`src/rtl/pipe_ctrl_pkg.sv`:
```
// Shared types for the pipeline sequencer: FSM state encoding, the per-cycle
// control bundle, and the rule set applied whenever the pipeline may advance.
package pipe_ctrl_pkg;

  localparam int MEM_TIMEOUT_DEFAULT = 16;

  typedef enum logic [1:0] {
    RUN       = 2'd0,
    LU_BUBBLE = 2'd1,
    MEM_WAIT  = 2'd2,
    HALT      = 2'd3
  } pipe_state_t;

  typedef struct packed {
    logic        pc_en;
    logic        if_id_en;
    logic        id_ex_en;
    logic        ex_mem_en;
    logic        mem_wb_en;
    logic        flush_if_id;
    logic        flush_id_ex;
    pipe_state_t next;
    logic        wait_clear;
  } pipe_ctrl_t;

  // Priority: memory stall > taken branch > load-use. A taken branch squashes
  // the dependent instruction, so a concurrent load-use needs no bubble.
  function automatic pipe_ctrl_t run_rules(input logic mem_stall,
                                           input logic branch,
                                           input logic load_use);
    pipe_ctrl_t c;
    c      = '0;
    c.next = RUN;
    if (mem_stall) begin
      c.next       = MEM_WAIT;
      c.wait_clear = 1'b1;
    end else if (branch) begin
      {c.pc_en, c.if_id_en, c.id_ex_en, c.ex_mem_en, c.mem_wb_en} = 5'b11111;
      c.flush_if_id = 1'b1;
      c.flush_id_ex = 1'b1;
    end else if (load_use) begin
      {c.id_ex_en, c.ex_mem_en, c.mem_wb_en} = 3'b111;
      c.flush_id_ex = 1'b1;
      c.next        = LU_BUBBLE;
    end else begin
      {c.pc_en, c.if_id_en, c.id_ex_en, c.ex_mem_en, c.mem_wb_en} = 5'b11111;
    end
    return c;
  endfunction

endpackage

```
`src/rtl/mem_wait_timer.sv`:
```
// Counts MEM_WAIT cycles; expired flags the last cycle allowed before halting.
module mem_wait_timer #(
  parameter int TIMEOUT = 16
) (
  input  logic clk,
  input  logic rst,
  input  logic clear,
  input  logic enable,
  output logic expired
);

  localparam int W = $clog2(TIMEOUT + 1);

  logic [W-1:0] cnt_q, cnt_d;

  // Saturates at TIMEOUT so the count never wraps while waiting.
  always_comb begin
    cnt_d = cnt_q;
    if (clear) begin
      cnt_d = '0;
    end else if (enable && (cnt_q != W'(TIMEOUT))) begin
      cnt_d = cnt_q + 1'b1;
    end
  end

  always_ff @(posedge clk) begin
    if (rst) begin
      cnt_q <= '0;
    end else begin
      cnt_q <= cnt_d;
    end
  end

  assign expired = (cnt_q == W'(TIMEOUT - 1));

endmodule

```
`src/rtl/pipeline_sequencer.sv`:
```
// Hazard/stall sequencer for a 5-stage pipeline. Define PIPE_PERF_EN to build
// the stall_cycles / flush_events performance counters; otherwise they read 0.
module pipeline_sequencer
  import pipe_ctrl_pkg::*;
#(
  parameter int MEM_TIMEOUT = MEM_TIMEOUT_DEFAULT
) (
  input  logic        clk,
  input  logic        rst,
  input  logic        branch_taken,
  input  logic        load_use,
  input  logic        mem_req,
  input  logic        mem_ready,
  output logic        pc_en,
  output logic        if_id_en,
  output logic        id_ex_en,
  output logic        ex_mem_en,
  output logic        mem_wb_en,
  output logic        flush_if_id,
  output logic        flush_id_ex,
  output logic [1:0]  state_o,
  output logic        err_o,
  output logic [31:0] stall_cycles,
  output logic [31:0] flush_events
);

  pipe_state_t state_q, state_d;
  pipe_ctrl_t  ctrl;
  logic        err_q;
  logic        timer_en;
  logic        expired;
  logic        set_err;

  mem_wait_timer #(.TIMEOUT(MEM_TIMEOUT)) u_timer (
    .clk     (clk),
    .rst     (rst),
    .clear   (ctrl.wait_clear),
    .enable  (timer_en),
    .expired (expired)
  );

  always_comb begin
    ctrl      = '0;
    ctrl.next = state_q;
    timer_en  = 1'b0;
    set_err   = 1'b0;
    case (state_q)
      RUN:       ctrl = run_rules(mem_req && !mem_ready, branch_taken, load_use);
      LU_BUBBLE: ctrl = run_rules(mem_req && !mem_ready, branch_taken, 1'b0);
      MEM_WAIT: begin
        // Completion cycle is an ordinary advance cycle, hazards included.
        if (mem_ready) begin
          ctrl = run_rules(1'b0, branch_taken, load_use);
        end else begin
          timer_en = 1'b1;
          if (expired) begin
            ctrl.next = HALT;
            set_err   = 1'b1;
          end
        end
      end
      default: ;
    endcase
    state_d = ctrl.next;
  end

  always_ff @(posedge clk) begin
    if (rst) begin
      state_q <= RUN;
      err_q   <= 1'b0;
    end else begin
      state_q <= state_d;
      if (set_err) err_q <= 1'b1;
    end
  end

  assign pc_en       = ctrl.pc_en;
  assign if_id_en    = ctrl.if_id_en;
  assign id_ex_en    = ctrl.id_ex_en;
  assign ex_mem_en   = ctrl.ex_mem_en;
  assign mem_wb_en   = ctrl.mem_wb_en;
  assign flush_if_id = ctrl.flush_if_id;
  assign flush_id_ex = ctrl.flush_id_ex;
  assign state_o     = state_q;
  assign err_o       = err_q;

`ifdef PIPE_PERF_EN
  logic [31:0] stall_cycles_q, stall_cycles_d;
  logic [31:0] flush_events_q, flush_events_d;

  always_comb begin
    stall_cycles_d = stall_cycles_q + {31'd0, ~ctrl.pc_en};
    flush_events_d = flush_events_q + {31'd0, ctrl.flush_if_id};
  end

  always_ff @(posedge clk) begin
    if (rst) begin
      stall_cycles_q <= '0;
      flush_events_q <= '0;
    end else begin
      stall_cycles_q <= stall_cycles_d;
      flush_events_q <= flush_events_d;
    end
  end

  assign stall_cycles = stall_cycles_q;
  assign flush_events = flush_events_q;
`else
  assign stall_cycles = '0;
  assign flush_events = '0;
`endif

endmodule

```
`config.mk`:
```
export PLATFORM = sky130hd
export DESIGN_NAME = pipeline_sequencer
export DESIGN_NICKNAME = d
export VERILOG_FILES = /design/src/rtl/pipe_ctrl_pkg.sv /design/src/rtl/mem_wait_timer.sv /design/src/rtl/pipeline_sequencer.sv
export SDC_FILE = /design/constraint.sdc
export NUM_CORES = 1
export LEC_CHECK = 0
export ABC_AREA = 1
export CAP_MARGIN = 20
export CORE_MARGIN = 2
export CORE_UTILIZATION = 30
export CTS_CLUSTER_SIZE = 16
export DETAILED_ROUTE_END_ITERATION = 10
export DONT_BUFFER_PORTS = 1
export GPL_TIMING_DRIVEN = 0
export PLACE_DENSITY = 0.43
export SLEW_MARGIN = 20
export SYNTH_ARGS = -nofsm -noshare
export SYNTH_HDL_FRONTEND = slang
export SYNTH_SLANG_ARGS = --single-unit
```
`constraint.sdc`:
```
create_clock -name clk -period 1.1 [get_ports clk]
set_input_delay 0.275 -clock clk [delete_from_list [all_inputs] [get_ports clk]]
set_output_delay 0.275 -clock clk [all_outputs]
set_load 0.01 [all_outputs]
```
==> results of run 1 <==
flip-flops by register name, summed over array words and instances, names as in the netlist:
register and flops:
err_o 1, state_o 2, u_timer.cnt_q 5
how the worst min path moves through the flow:
| stage | startpoint | to | slack (ns) | cells after the start |
|---|---|---|---|---|
| 2_1_floorplan | rst | state_o[0] | 0.33 | 1 |
| 3_3_place_gp | rst | state_o[1] | 0.34 | 1 |
| 3_5_place_dp | rst | state_o[1] | 0.34 | 1 |
| 4_1_cts | rst | state_o[1] | 0.06 | 1 |
| 5_1_grt | rst | state_o[0] | 0.05 | 1 |
| 6_report | rst | state_o[0] | 0.07 | 1 |
cell usage in the layout, fill, tap and decap left out:
master,Yosys,routed
dfxtp_2,0,1
nor2_1,16,11
dfxtp_1,8,3
buf_4,67,76
nand4_1,1,1
nand2_1,19,15
nand2_4,0,2
inv_1,10,10
nand3_1,6,5
conb_1,1,64
ha_4,0,1
clkbuf_1,0,1
o211ai_1,1,1
nand3_4,0,1
o21ai_2,0,2
ha_2,0,1
inv_4,0,1
a21oi_1,5,1
clkbuf_4,0,3
xor2_1,1,1
o21ai_1,3,1
ha_1,3,1
buf_6,0,2
nor2_2,1,2
nand2_2,3,5
a21oi_2,0,4
nor2_4,2,6
inv_2,5,4
dfxtp_4,0,4
area by class of cell:
| class | count | area [um^2] |
|---|---|---|
| Tap cell | 46 | 57.6 |
| Buffer | 67 | 503 |
| Timing Repair Buffer | 11 | 90.1 |
| Fill cell | 376 | 1750 |
| Inverter | 15 | 58.8 |
| Multi-Input combinational cell | 125 | 652 |
| Clock buffer | 4 | 26.3 |
| Sequential cell | 8 | 176 |
logic make-up after synthesis:
kind of cell               after synthesis
buffers and inverters                   82
and+or+nand+nor                         48
AOI/OAI and AO/OA                        9
DFF                                      8
adders and majority gates                3
xor gates and xnor gates                 1
other                                    1
layer usage:
| metal | vias up | wire, um | GRT usage |
|---|---|---|---|
| li1 | 489 | - | - |
| met1 | 398 | 683 | 0.0910 |
| met2 | 32 | 1170 | 0.195 |
| met3 | 0 | 192 | 0.0523 |
| met4 | 0 | 0 | 0.0167 |
| met5 | - | 0 | 0 |
power breakdown:
group,switching (mW),total [mW],leakage (nW),internal [mW]
Combinational,0.240,0.473,0.830,0.233
Sequential,0.0177,0.313,0.0683,0.295
Clock,0.105,0.244,0.0150,0.139
Total,0.362,1.03,0.913,0.667
worst register-to-register path: stages (launching register included):
cell and delay [ns]:
dfxtp_4 0.38, inv_2 0.07, nand2_2 0.05, buf_4 0.13, buf_6 0.11, nor2_4 0.14, nand2_4 0.11, o21ai_2 0.12
nor2_1 0.04
what timing repair did:
item	CTS	global route
hold buffers	0	0
setup endpoints to repair	14	14
gates cloned	0	0
pin swaps	6	5
buffers inserted	8	4
resized for setup	15	13
==> impl_metrics.env, run 1 <==
export IMPL_dpl_cell_area_mm2=0.00136
export IMPL_synth_area_mm2=0.00103
export IMPL_status="finished with violations"
export IMPL_critPathSlowestCell="dfxtp_4"
export IMPL_yosys_top_cells_count="buf_4, nand2_1, nor2_1, inv_1, dfxtp_1"
export IMPL_boundaryPins=80
export IMPL_startpoint_type="flip-flop"
export IMPL_area_growth_pct=51.5
export IMPL_utilization=0.472
export IMPL_critical_path_depth=4
export IMPL_drtPass1Iterations=2
export IMPL_min_period_ns=1.52
export IMPL_regToRegStartpoint="state_o[0]"
export IMPL_synth_area_leader_cell="buf_4"
export IMPL_total_power_mw=1.03
export IMPL_synthAdderAreaFrac=0.0364
export IMPL_synth_most_common_cell="buf_4"
export IMPL_dp_hpwl_um=1650
export IMPL_ctsRootBufferMaster="clkbuf_4"
export IMPL_grt_remaining_overflow=0
export IMPL_peakVddDrop_uv=356
export IMPL_nets=240
export IMPL_synth_top_cell_area_share=0.487
export IMPL_path_class="reg -> out"
export IMPL_grt_max_degree=7
export IMPL_crit_end="pc_en"
export IMPL_worst_slack_ns=-0.420
export IMPL_vias=919
export IMPL_cp_required_ns=0.82
export IMPL_synth_avg_cell_area_um2=6.79
export IMPL_muxShareOfSynthArea=0
export IMPL_yosysSeqAreaShare=0.155
export IMPL_path_clk_slew_ns=0.05
export IMPL_fin_cells=276
export IMPL_antenna_found_initial=0
export IMPL_cts_tree="yes"
export IMPL_wl_um=2050
export IMPL_die_w_um=62.7
export IMPL_yosysWarnings=0
export IMPL_vias_per_cell=3.33
export IMPL_synth_ff_type="dfxtp_1"
export IMPL_antenna_diode_count=0
export IMPL_rows=21
export IMPL_hold_viol=0
export IMPL_pwr_density_cell_mw_per_mm2=658
export IMPL_critPathBufInv=2
export IMPL_power_leakage_nw=0.913
export IMPL_violations="setup timing"
export IMPL_r2r_slack_ns=-0.15
export IMPL_synth_top_family_by_area="buffers and inverters"
export IMPL_synth_edf_count=0
export IMPL_die_y_um=62.7
export IMPL_drive_above_1_share=0.500
export IMPL_setup_tns_ns=-3.06
export IMPL_grtUsageTotal=0.0995
export IMPL_synth_simple_gate_area_frac=0.208
export IMPL_final_max_slew_violation_count=0
export IMPL_place_gp_congestion=0.782
export IMPL_drtIter0Drc=15
export IMPL_synth_xor_area_frac=0.00848
export IMPL_synth_compound_area_frac=0.0461
export IMPL_cp_startpoint="state_o[0]"
export IMPL_hold_path_class="in -> reg"
export IMPL_worst_setup_path_end_kind="output port"
export IMPL_netlist_instances=152
export IMPL_fin_crit_sh=1.38
export IMPL_synthArstFlopShare=0
export IMPL_rsz0062_at_grt="yes"
export IMPL_clock_latency_ns=0.25
export IMPL_reg2regPathDepth=8
export IMPL_fp_coreArea_mm2=0.00331
export IMPL_wl_per_cell_um=7.41
export IMPL_synth_seq_cells=8
export IMPL_numPortBuffers=0
export IMPL_setup_viol=14
export IMPL_ant_nets=0
export IMPL_fmax_mhz=658
export IMPL_start_util=0.312
export IMPL_pre_cts_slack_ns=-0.165
export IMPL_path_max_fanout=6
export IMPL_cts_max_path_buffers=2
export IMPL_critPathTopFamily="flip-flops"
export IMPL_htree_levels=1
export IMPL_cts_buffers=3
export IMPL_die_area_mm2=0.00393
export IMPL_finalClockSkew_ns=0.00102
export IMPL_critical_path_max_stage_delay_ns=0.38
export IMPL_synth_area_leaders="buf_4, dfxtp_1, nand2_1, nor2_1, ha_1"
export IMPL_fin_hold_ws_ns=0.0673
export IMPL_grt_pass1_wl_um=3160
export IMPL_cp_cell_sequence="inv_2 -> nand2_2 -> o211ai_1 -> buf_4"
export IMPL_finalInstanceArea_mm2=0.00156
export IMPL_clkSinkCount=8
export IMPL_grt_pass1_vias=777
export IMPL_crit_arrival_ns=1.24
export IMPL_drt_drc_violations_left=0
export IMPL_synth_distinct_cells=17
export IMPL_placedCellCount=261
export IMPL_maxCapViolations=0
export IMPL_r2r_end="u_timer.cnt_q[0]"
No activity file was read; power rests on OpenSTA's default activity.
==> inputs of run 2 (changes only) <==
--- a/config.mk
+++ b/config.mk
@@ -8,12 +8,13 @@
 export ABC_AREA = 1
 export CAP_MARGIN = 20
 export CORE_MARGIN = 2
-export CORE_UTILIZATION = 30
+export CORE_UTILIZATION = 56
 export CTS_CLUSTER_SIZE = 16
 export DETAILED_ROUTE_END_ITERATION = 10
 export DONT_BUFFER_PORTS = 1
 export GPL_TIMING_DRIVEN = 0
-export PLACE_DENSITY = 0.43
+export PLACE_DENSITY = 0.72
+export REMOVE_ABC_BUFFERS = 1
 export SLEW_MARGIN = 20
 export SYNTH_ARGS = -nofsm -noshare
 export SYNTH_HDL_FRONTEND = slang
==> impl_metrics.env, run 2 (synthesized netlist as in run 1, its figures left out) <==
export IMPL_status="finished with violations"
export IMPL_violations="setup timing"
export IMPL_fin_crit_sh=1.32
export IMPL_pwr_density_cell_mw_per_mm2=778
export IMPL_critPathSlowestCell="o211ai_1"
export IMPL_critical_path_max_stage_delay_ns=0.42
export IMPL_hold_path_class="in -> reg"
export IMPL_utilization=0.612
export IMPL_grt_max_degree=7
export IMPL_fp_coreArea_mm2=0.00173
export IMPL_maxCapViolations=0
export IMPL_clock_latency_ns=0.25
export IMPL_path_clk_slew_ns=0.05
export IMPL_min_to="state_o[0]"
export IMPL_grt_pass1_vias=579
export IMPL_cts_buffers=3
export IMPL_worst_slack_ns=-0.348
export IMPL_hold_path_startpoint="rst"
export IMPL_fmax_mhz=691
export IMPL_rsz0062_at_grt="yes"
export IMPL_antenna_diode_count=0
export IMPL_ant_nets=0
export IMPL_p_comb_frac=0.344
export IMPL_rows=15
export IMPL_cp_cell_sequence="inv_2 -> nand2_2 -> o211ai_1"
export IMPL_wl_per_cell_um=9.61
export IMPL_die_area_mm2=0.00220
export IMPL_p_sw_mw=0.333
export IMPL_placedCellCount=173
export IMPL_layout_common_cells="conb_1, nand2_1, nor2_1"
export IMPL_path_class="reg -> out"
export IMPL_vias_per_cell=3.99
export IMPL_area_growth_pct=2.42
export IMPL_drt_drc_violations_left=0
export IMPL_largest_register_ff_count=5
export IMPL_start_util=0.598
export IMPL_drive_above_1_share=0.319
export IMPL_crit_arrival_ns=1.17
export IMPL_r2r_slack_ns=-0.09
export IMPL_fin_cells=185
export IMPL_min_period_ns=1.45
export IMPL_ctsRootBufferMaster="clkbuf_4"
export IMPL_holdPathStages=1
export IMPL_pwr_share_clk=0.273
export IMPL_grt_remaining_overflow=0
export IMPL_cts_max_path_buffers=2
export IMPL_place_gp_congestion=0.832
export IMPL_antenna_found_initial=0
export IMPL_drtPass1Iterations=4
export IMPL_seq_power_share=0.383
export IMPL_cts_tree="yes"
export IMPL_worst_setup_path_end_kind="output port"
export IMPL_regMostFlops="u_timer.cnt_q"
export IMPL_nets=171
export IMPL_max_slew_worst_pin_slew_ns=0.497
export IMPL_finalClockSkew_ns=0.00428
export IMPL_pre_cts_slack_ns=-0.228
export IMPL_relSlewSlack=0.667
export IMPL_grtUsageTotal=0.144
export IMPL_dp_hpwl_um=1190
export IMPL_final_max_slew_violation_count=0
export IMPL_reg2regPathDepth=8
export IMPL_r2r_end="state_o[0]"
export IMPL_startpoint_type="flip-flop"
export IMPL_drtIter0Drc=22
export IMPL_fillers=173
export IMPL_layout_commonest_cell="conb_1"
export IMPL_switching_share=0.404
export IMPL_hold_viol=0
export IMPL_grt_pass1_wl_um=2260
export IMPL_htree_levels=1
export IMPL_die_w_um=46.9
export IMPL_vias=738
export IMPL_regToRegStartpoint="u_timer.cnt_q[1]"
export IMPL_setup_viol=13
export IMPL_wl_um=1780
export IMPL_clkSinkCount=8
export IMPL_peakVddDrop_uv=511
export IMPL_numPortBuffers=0
export IMPL_power_internal_mw=0.490
export IMPL_cp_required_ns=0.82
export IMPL_path_max_fanout=6
export IMPL_die_y_um=46.9
export IMPL_boundaryPins=80
export IMPL_power_leakage_nw=0.563
-- run 2: cell count changes in the layout (fill, tap and decap cells not counted), sizes merged --
cell,change
buf,-69
clkbuf,-1
-- run 2: worst max path at each step --
stage / cells past startpoint / slack (ns) / endpoint / start
detailed placement: 4 / -0.23 / flush_id_ex / state_o[0]
global route: 3 / -0.44 / pc_en / state_o[0]
finish: 3 / -0.35 / if_id_en / state_o[0]
global placement: 4 / -0.23 / flush_if_id / state_o[0]
CTS: 3 / -0.33 / if_id_en / state_o[0]
floorplan: 4 / -0.12 / flush_id_ex / state_o[0]
-- run 2: layer usage --
metal,vias to the layer above,wire [um],global-route usage
met5,-,0,0
met4,0,4,0.0500
met3,2,174,0.0346
met2,51,1040,0.277
met1,334,563,0.151
li1,351,-,-
-- run 2: power by group through the flow --
stage | Sequential [mW] | Clock (mW) | Combinational [mW]
after CTS | 0.315 | 0.233 | 0.259
after global placement | 0.322 | 0 | 0.204
after global routing | 0.316 | 0.254 | 0.320
after floorplan | 0.319 | 0 | 0.192
final | 0.315 | 0.225 | 0.283
after detailed placement | 0.322 | 0 | 0.208
-- run 2: critical path: cells and delay by family (launching register included) --
kind | cells | cell delay, ns
simple gates | 1 | 0.05
buf+inv | 1 | 0.08
compound gates | 1 | 0.42
flops | 1 | 0.38
-- run 2: layout make-up --
| cell class | count | area (um^2) | area share |
|---|---|---|---|
| multi-input combinational | 125 | 686 | 0.649 |
| sequential | 8 | 176 | 0.167 |
| timing repair buffer | 9 | 75.1 | 0.0710 |
| inverter | 15 | 66.3 | 0.0627 |
| tap | 25 | 31.3 | 0.0296 |
| clock buffer | 3 | 22.5 | 0.0213 |
-- run 2: metrics by stage --
step	setup TNS, ns	cell area, um^2	hold slack (ns)	power [mW]
2_1_floorplan	-0.809	766	0.344	0.511
3_3_place_gp	-1.89	797	0.349	0.526
3_5_place_dp	-2.12	797	0.350	0.530
4_1_cts	-2.25	978	0.0760	0.807
5_1_grt	-3.18	1060	0.0573	0.891
6_report	-2.35	1060	0.0733	0.823
-- run 2: timing repair --
action / 4_1_cts / 5_1_grt
pin swaps: 14 / 18
hold buffers: 0 / 0
resized for setup: 34 / 16
gates cloned: 0 / 0
endpoints found under the setup margin: 15 / 14
buffers inserted: 6 / 5
